**src/rtl/alu_arbiter.sv**
```systemverilog
// Round-robin arbiter sharing one combinational ALU between two requesters.
// Define ALU_ARB_STATS_EN to add the per-requester grant counters gnt_cnt0/gnt_cnt1.
module alu_arbiter #(
    parameter int WIDTH = 8,
    parameter int OPW   = 3,
    parameter int CNT_W = 16
) (
    input  logic             clk,
    input  logic             rst,
    input  logic             req0_valid,
    output logic             req0_ready,
    input  logic [WIDTH-1:0] req0_a,
    input  logic [WIDTH-1:0] req0_b,
    input  logic [OPW-1:0]   req0_op,
    input  logic             req1_valid,
    output logic             req1_ready,
    input  logic [WIDTH-1:0] req1_a,
    input  logic [WIDTH-1:0] req1_b,
    input  logic [OPW-1:0]   req1_op,
    output logic             rsp0_valid,
    input  logic             rsp0_ready,
    output logic             rsp1_valid,
    input  logic             rsp1_ready,
    output logic [WIDTH-1:0] rsp_result,
    output logic [WIDTH-1:0] alu_a,
    output logic [WIDTH-1:0] alu_b,
    output logic [OPW-1:0]   alu_op,
`ifdef ALU_ARB_STATS_EN
    output logic [CNT_W-1:0] gnt_cnt0,
    output logic [CNT_W-1:0] gnt_cnt1,
`endif
    input  logic [WIDTH-1:0] alu_result
);

    typedef enum logic [1:0] {
        IDLE = 2'd0,
        EXEC = 2'd1,
        RESP = 2'd2
    } state_t;

    state_t           r_state;
    state_t           w_nextState;
    logic             r_owner;
    logic             r_lastGrant;
    logic             r_rsp0Valid;
    logic             r_rsp1Valid;
    logic [WIDTH-1:0] r_rspResult;
    logic [WIDTH-1:0] r_aluA;
    logic [WIDTH-1:0] r_aluB;
    logic [OPW-1:0]   r_aluOp;
    logic             w_grant0;
    logic             w_grant1;
    logic             w_rspTaken;

    always_ff @(posedge clk) begin
        if (rst) begin
            r_state <= IDLE;
        end else begin
            r_state <= w_nextState;
        end
    end

    // r_lastGrant = 1 means requester 1 won last, so requester 0 wins the next tie.
    always_comb begin
        w_nextState = r_state;
        w_grant0    = 1'b0;
        w_grant1    = 1'b0;
        w_rspTaken  = 1'b0;
        case (r_state)
            IDLE: begin
                if (!rst) begin
                    if (req0_valid && (!req1_valid || r_lastGrant)) begin
                        w_grant0 = 1'b1;
                    end else if (req1_valid) begin
                        w_grant1 = 1'b1;
                    end
                end
                if (w_grant0 || w_grant1) begin
                    w_nextState = EXEC;
                end
            end
            EXEC: w_nextState = RESP;
            RESP: begin
                w_rspTaken = r_owner ? rsp1_ready : rsp0_ready;
                if (w_rspTaken) begin
                    w_nextState = IDLE;
                end
            end
            default: w_nextState = IDLE;
        endcase
    end

    always_ff @(posedge clk) begin
        if (rst) begin
            r_owner     <= 1'b0;
            r_lastGrant <= 1'b1;
            r_rsp0Valid <= 1'b0;
            r_rsp1Valid <= 1'b0;
            r_rspResult <= '0;
            r_aluA      <= '0;
            r_aluB      <= '0;
            r_aluOp     <= '0;
        end else begin
            case (r_state)
                IDLE: begin
                    if (w_grant0) begin
                        r_aluA      <= req0_a;
                        r_aluB      <= req0_b;
                        r_aluOp     <= req0_op;
                        r_owner     <= 1'b0;
                        r_lastGrant <= 1'b0;
                    end else if (w_grant1) begin
                        r_aluA      <= req1_a;
                        r_aluB      <= req1_b;
                        r_aluOp     <= req1_op;
                        r_owner     <= 1'b1;
                        r_lastGrant <= 1'b1;
                    end
                end
                EXEC: begin
                    r_rspResult <= alu_result;
                    if (r_owner) begin
                        r_rsp1Valid <= 1'b1;
                    end else begin
                        r_rsp0Valid <= 1'b1;
                    end
                end
                RESP: begin
                    if (w_rspTaken) begin
                        r_rsp0Valid <= 1'b0;
                        r_rsp1Valid <= 1'b0;
                    end
                end
                default: begin
                end
            endcase
        end
    end

`ifdef ALU_ARB_STATS_EN
    logic [CNT_W-1:0] r_gntCnt0;
    logic [CNT_W-1:0] r_gntCnt1;

    // Counters wrap naturally at 2^CNT_W.
    always_ff @(posedge clk) begin
        if (rst) begin
            r_gntCnt0 <= '0;
            r_gntCnt1 <= '0;
        end else begin
            if (w_grant0) begin
                r_gntCnt0 <= r_gntCnt0 + 1'b1;
            end
            if (w_grant1) begin
                r_gntCnt1 <= r_gntCnt1 + 1'b1;
            end
        end
    end

    assign gnt_cnt0 = r_gntCnt0;
    assign gnt_cnt1 = r_gntCnt1;
`endif

    assign req0_ready = w_grant0;
    assign req1_ready = w_grant1;
    assign rsp0_valid = r_rsp0Valid;
    assign rsp1_valid = r_rsp1Valid;
    assign rsp_result = r_rspResult;
    assign alu_a      = r_aluA;
    assign alu_b      = r_aluB;
    assign alu_op     = r_aluOp;

endmodule

```
**config.mk**
```make
export PLATFORM = sky130hd
export DESIGN_NAME = alu_arbiter
export DESIGN_NICKNAME = d
export VERILOG_FILES = /design/src/rtl/alu_arbiter.sv
export SDC_FILE = /design/constraint.sdc
export NUM_CORES = 1
export LEC_CHECK = 0
export ABC_AREA = 1
export CORE_UTILIZATION = 43
export CTS_BUF_LIST = sky130_fd_sc_hd__clkbuf_16
export CTS_CLUSTER_DIAMETER = 100
export CTS_CLUSTER_SIZE = 8
export DETAILED_ROUTE_END_ITERATION = 16
export PLACE_DENSITY = 0.85
export SLEW_MARGIN = 10
export SYNTH_ARGS = -nofsm -noshare
export SYNTH_HDL_FRONTEND = slang
export SYNTH_SLANG_ARGS = --single-unit
```
**constraint.sdc**
```tcl
create_clock -name clk -period 2 [get_ports clk]
set_clock_uncertainty 0.15 [all_clocks]
set_input_delay 0.6 -clock clk [delete_from_list [all_inputs] [get_ports clk]]
set_output_delay 0.6 -clock clk [all_outputs]
set_load 0.02 [all_outputs]
```
# Yosys cells after proc, flatten, opt, wreduce, memory -nomap -nowiden
# Index checks and enable logic that the tools add are counted.
[totals]
ff_bits = 33
in_bits = 52
out_inout_bits = 31
[classes]
eq_ne = 7
n_mux = 27
n_reduce_logical = 11
[op_table]
columns = ["operator", "n"]
rows = [
  ["$mux W8", 4],
  ["$mux W1", 16],
  ["$ne A2 B2 Y1 const B", 5],
  ["$mux W3", 2],
  ["$pmux W2 S3", 1],
  ["$reduce_and A3 Y1", 2],
  ["$mux W2", 2],
  ["$pmux W1 S2", 2],
  ["$reduce_and A2 Y1", 2],
  ["$reduce_bool A2 Y1", 2],
  ["$eq A2 B1 Y1 const B", 1],
  ["$eq A2 B2 Y1 const B", 1],
  ["$logic_not A2 Y1", 1],
  ["$logic_or A1 B1 Y1", 2],
  ["$logic_and A1 B1 Y1", 1],
  ["$logic_not A1 Y1", 1],
]

# Logic depth before layout (Yosys ltp)
[depth]
depth_word = 9
ltp_mapped = 10
ltp_nobuf = 8

# Least setup slack after synthesis
# No wires, ideal clock.
[synth_path]
path_kind = "input-to-output"
start = "input port rst"
end = "output port req0_ready"
t_arrival_ps = 1038
required_time_ps = 1250
path_slack_ps = 212
path_stages = 3
path_cell_list = "inv_2 -> nand3_1 -> nor2_2"
[synth_via]
elab_chain_len = 3
[synth_lines]
columns = ["element", "line", "text"]
rows = [
  ["start: declaration", "9", "input logic rst,"],
  ["$mux W1", "71", "if (!rst) begin"],
  ["$mux W1 (2 in series)", "69", "case (r_state)"],
  ["end: declaration", "11", "output logic req0_ready,"],
]
# Every way passes these cells. The select of a mux whose other input is x is not followed.

# Worst setup path after layout
[layout_path]
start = "input port req0_valid"
end = "output port req1_ready"
[layout_via]
elab_chain_len = 5
[layout_lines]
columns = ["element", "line", "text"]
rows = [
  ["start: declaration", "10", "input logic req0_valid,"],
  ["$logic_and A1 B1 Y1", "72", "if (req0_valid && (!req1_valid || r_lastGrant)) begin"],
  ["$mux W1", "72", ""],
  ["$mux W1", "71", ""],
  ["$mux W1 (2 in series)", "69", ""],
  ["end: declaration", "16", "output logic req1_ready,"],
]
# Every way passes these cells. The select of a mux whose other input is x is not followed.

==> reports/metrics.csv <==
metric,value,unit
Num CTS Buffers,5,
DP HPWL,2960,microns
Max-slew headroom,82.6,%
grt total ovfl,0,
H-Tree Depth,2,
drt initial violations,92,
Residual DRC,0,
ANT cells,0,
"area leader, netlist",dfxtp_1,
CTS Sinks,33,
Nets,381,
fillcell total,319,
fin crit share,99.0,%
multi-input logic area,842,sq um
TritonCTS clock tree,done,
Crit. Startpoint,req0_valid,
Tightest Hold Check Type,flip-flop to flip-flop,
"Avg Cell Area, Syn",6.89,sq um
row count,22,
Area after DPL,2540,sq um
Post-synth EDFFs,0,
vias in the first global route,1703,
"Top FF cell, synth",dfxtp_1,
fin. max-slew vios,0,
# IOs,83,
synth top area cells,"dfxtp_1 (40%), nand2_1 (15%), nor2_1 (13%)",
final setup vio count,0,
synthesized area,1660,sq um
area grow syn2layout,61.9,%
final non-filler cell area,2690,sq um
ANT nets after route,0,
LEAKAGE,1.23,nW
Crit Path Class,input port to output pin,
drt first pass iters,4,
Worst-path clk slew,0.05,ns
largest net degree at the start of global routing,29,
final core utilization,72.9,%
post-synth net total,293,
die span in y,64.1,microns
worst endpoint data arrival time,1.23,ns
number of port buffers,82,
Final min period,1.98,ns
Setup WS post-layout,0.0207,ns
Worst VDD drop,450,uV
via density per instance,4.65,
Synthesis Warnings,0,
startpoint types,input port,
flop and latch count out of synthesis,33,
Worst R2R Path Depth,10,
initial antenna violation count,0,
top-area cell type share of the netlist area,39.8,%
"Seq/Total Area, Yosys",39.8,%
maximum buffer depth of the clock tree,2,
status,completed,
Hold Fails Final Rpt,0,
wire per inst,11.0,microns
die span in x,64.1,microns
DRT Wirelength,4140,microns
Initial Util,45.0,%
Clock Latency Late Sink,0.27,ns
r2r startpoint,r_state[0]$_SDFFE_PP0P_,
max_cap viols,0,
die area,4110,sq um
reg-to-reg critical path endpoint,alu_b[1]$_SDFFE_PP0P_,
share of cells above drive strength 1,11.6,%
Register Area,661,sq um
worst-margin pin slew,0.261,ns
Mapped Cells,241,
Clock Tree Root,clkbuf_16,
setup repair after global routing missed its margin,no,
CP required,1.25,ns
fmax,0.505,GHz
number of distinct library cells after synthesis,21,
total core area,3690,sq um
first-pass GRT wire length,7140,microns
Reg2Reg Setup Slack,0.41,ns
end point of the critical path,req1_ready,
gpl congestion,0.798,
Worst Hold Slack,0.306,ns
all-layer global routing usage,22.3,%
PwrDens,794,nW/um^2
Post-synth ARST share,0,%
Worst setup EP type,output pin,
Pwr Total,2.14,mW
crit path max fanout,3,
pre-CTS setup slack,-0.783,ns
Vias,1753,
==> worst min-delay path by stage <==
stage / end / slack [ns] / cells after the start / start
after floorplan: rsp1_valid$_SDFFE_PP0P_ / 0.32 / 2 / r_owner$_SDFFE_PP0P_
after global placement: rsp1_valid$_SDFFE_PP0P_ / 0.29 / 2 / rsp1_valid$_SDFFE_PP0P_
after detailed placement: rsp1_valid$_SDFFE_PP0P_ / 0.30 / 2 / rsp1_valid$_SDFFE_PP0P_
after CTS: rsp1_valid$_SDFFE_PP0P_ / 0.31 / 2 / rsp1_valid$_SDFFE_PP0P_
after global routing: rsp1_valid$_SDFFE_PP0P_ / 0.33 / 2 / rsp1_valid$_SDFFE_PP0P_
final: rsp1_valid$_SDFFE_PP0P_ / 0.31 / 2 / rsp1_valid$_SDFFE_PP0P_
==> area by class of cell <==
cell class	instances	share of cell area [%]
Tap cell	48	2.23
Timing Repair Buffer	97	35.5
Clock buffer	5	4.66
Sequential cell	33	24.6
Multi-Input combinational cell	182	31.3
Clock inverter	2	0.279
Inverter	10	1.40
==> worst max-delay path: stages <==
cell	delay (ns)
clkdlybuf4s15_2	0.21
a21oi_2	0.16
nand2_2	0.08
inv_2	0.07
buf_6	0.11
==> cell usage in the layout, fill, tap and decap left out, types with 3 or more instances in the layout <==
cell and instances:
dfxtp_1 33, inv_2 6, nand3b_1 19, buf_4 13, nand2_1 64, clkbuf_16 5, o21ai_0 9, nor2_1 56
inv_1 4, a21oi_1 3, nand3_1 20, clkdlybuf4s50_1 76
==> synthesized netlist by cell type, types with 2 or more instances <==
library cell / instances
buf_6: 7
o21ai_0: 9
inv_1: 4
nor2_4: 2
o211ai_1: 2
nand3_1: 20
inv_2: 5
dfxtp_1: 33
clkbuf_1: 2
buf_2: 5
buf_4: 2
nor2_1: 56
a21oi_1: 4
nand2_1: 65
nand3b_1: 19
==> cell families after synthesis <==
kind of cell | synth area share, %
flip-flops | 39.8
AO/OA/AOI/OAI | 6.25
buffers and inverters | 9.87
AND/OR/NAND/NOR | 44.1
==> metrics by stage <==
| stage | instances | setup TNS (ns) |
|---|---|---|
| after floorplan | 241 | 0 |
| after CTS | 377 | 0 |
| after global placement | 368 | -6.64 |
| after global routing | 377 | 0 |
| final | 377 | 0 |
| after detailed placement | 368 | -7.07 |
==> power breakdown <==
group	switching, mW	internal, mW
Clock	0.241	0.443
Combinational	0.330	0.347
Sequential	0.0373	0.737
Total	0.608	1.53
==> flip-flops by register name, summed over array words and instances (netlist names) <==
| register | cells |
|---|---|
| alu_a | 8 |
| alu_b | 8 |
| rsp_result | 8 |
| alu_op | 3 |
| r_state | 2 |
| r_lastGrant | 1 |
| r_owner | 1 |
| rsp0_valid | 1 |
| rsp1_valid | 1 |
==> what timing repair did <==
| action | in CTS | in global routing |
|---|---|---|
| cloned | 0 | 0 |
| setup endpoints to repair | 20 | 3 |
| hold buffers | 0 | 0 |
| pin swaps | 2 | 1 |
| setup buffers | 2 | 0 |
| resized for setup | 22 | 4 |
==> layer usage <==
layer / track usage (%) / share of wire, % / up-vias
li1: - / - / 936
met1: 23.6 / 41 / 753
met2: 42.2 / 51 / 62
met3: 6.07 / 6.8 / 2
met4: 6.94 / 0.63 / 0
met5: 0 / 0 / -
Note: power is estimated with default switching activity, not from simulation.
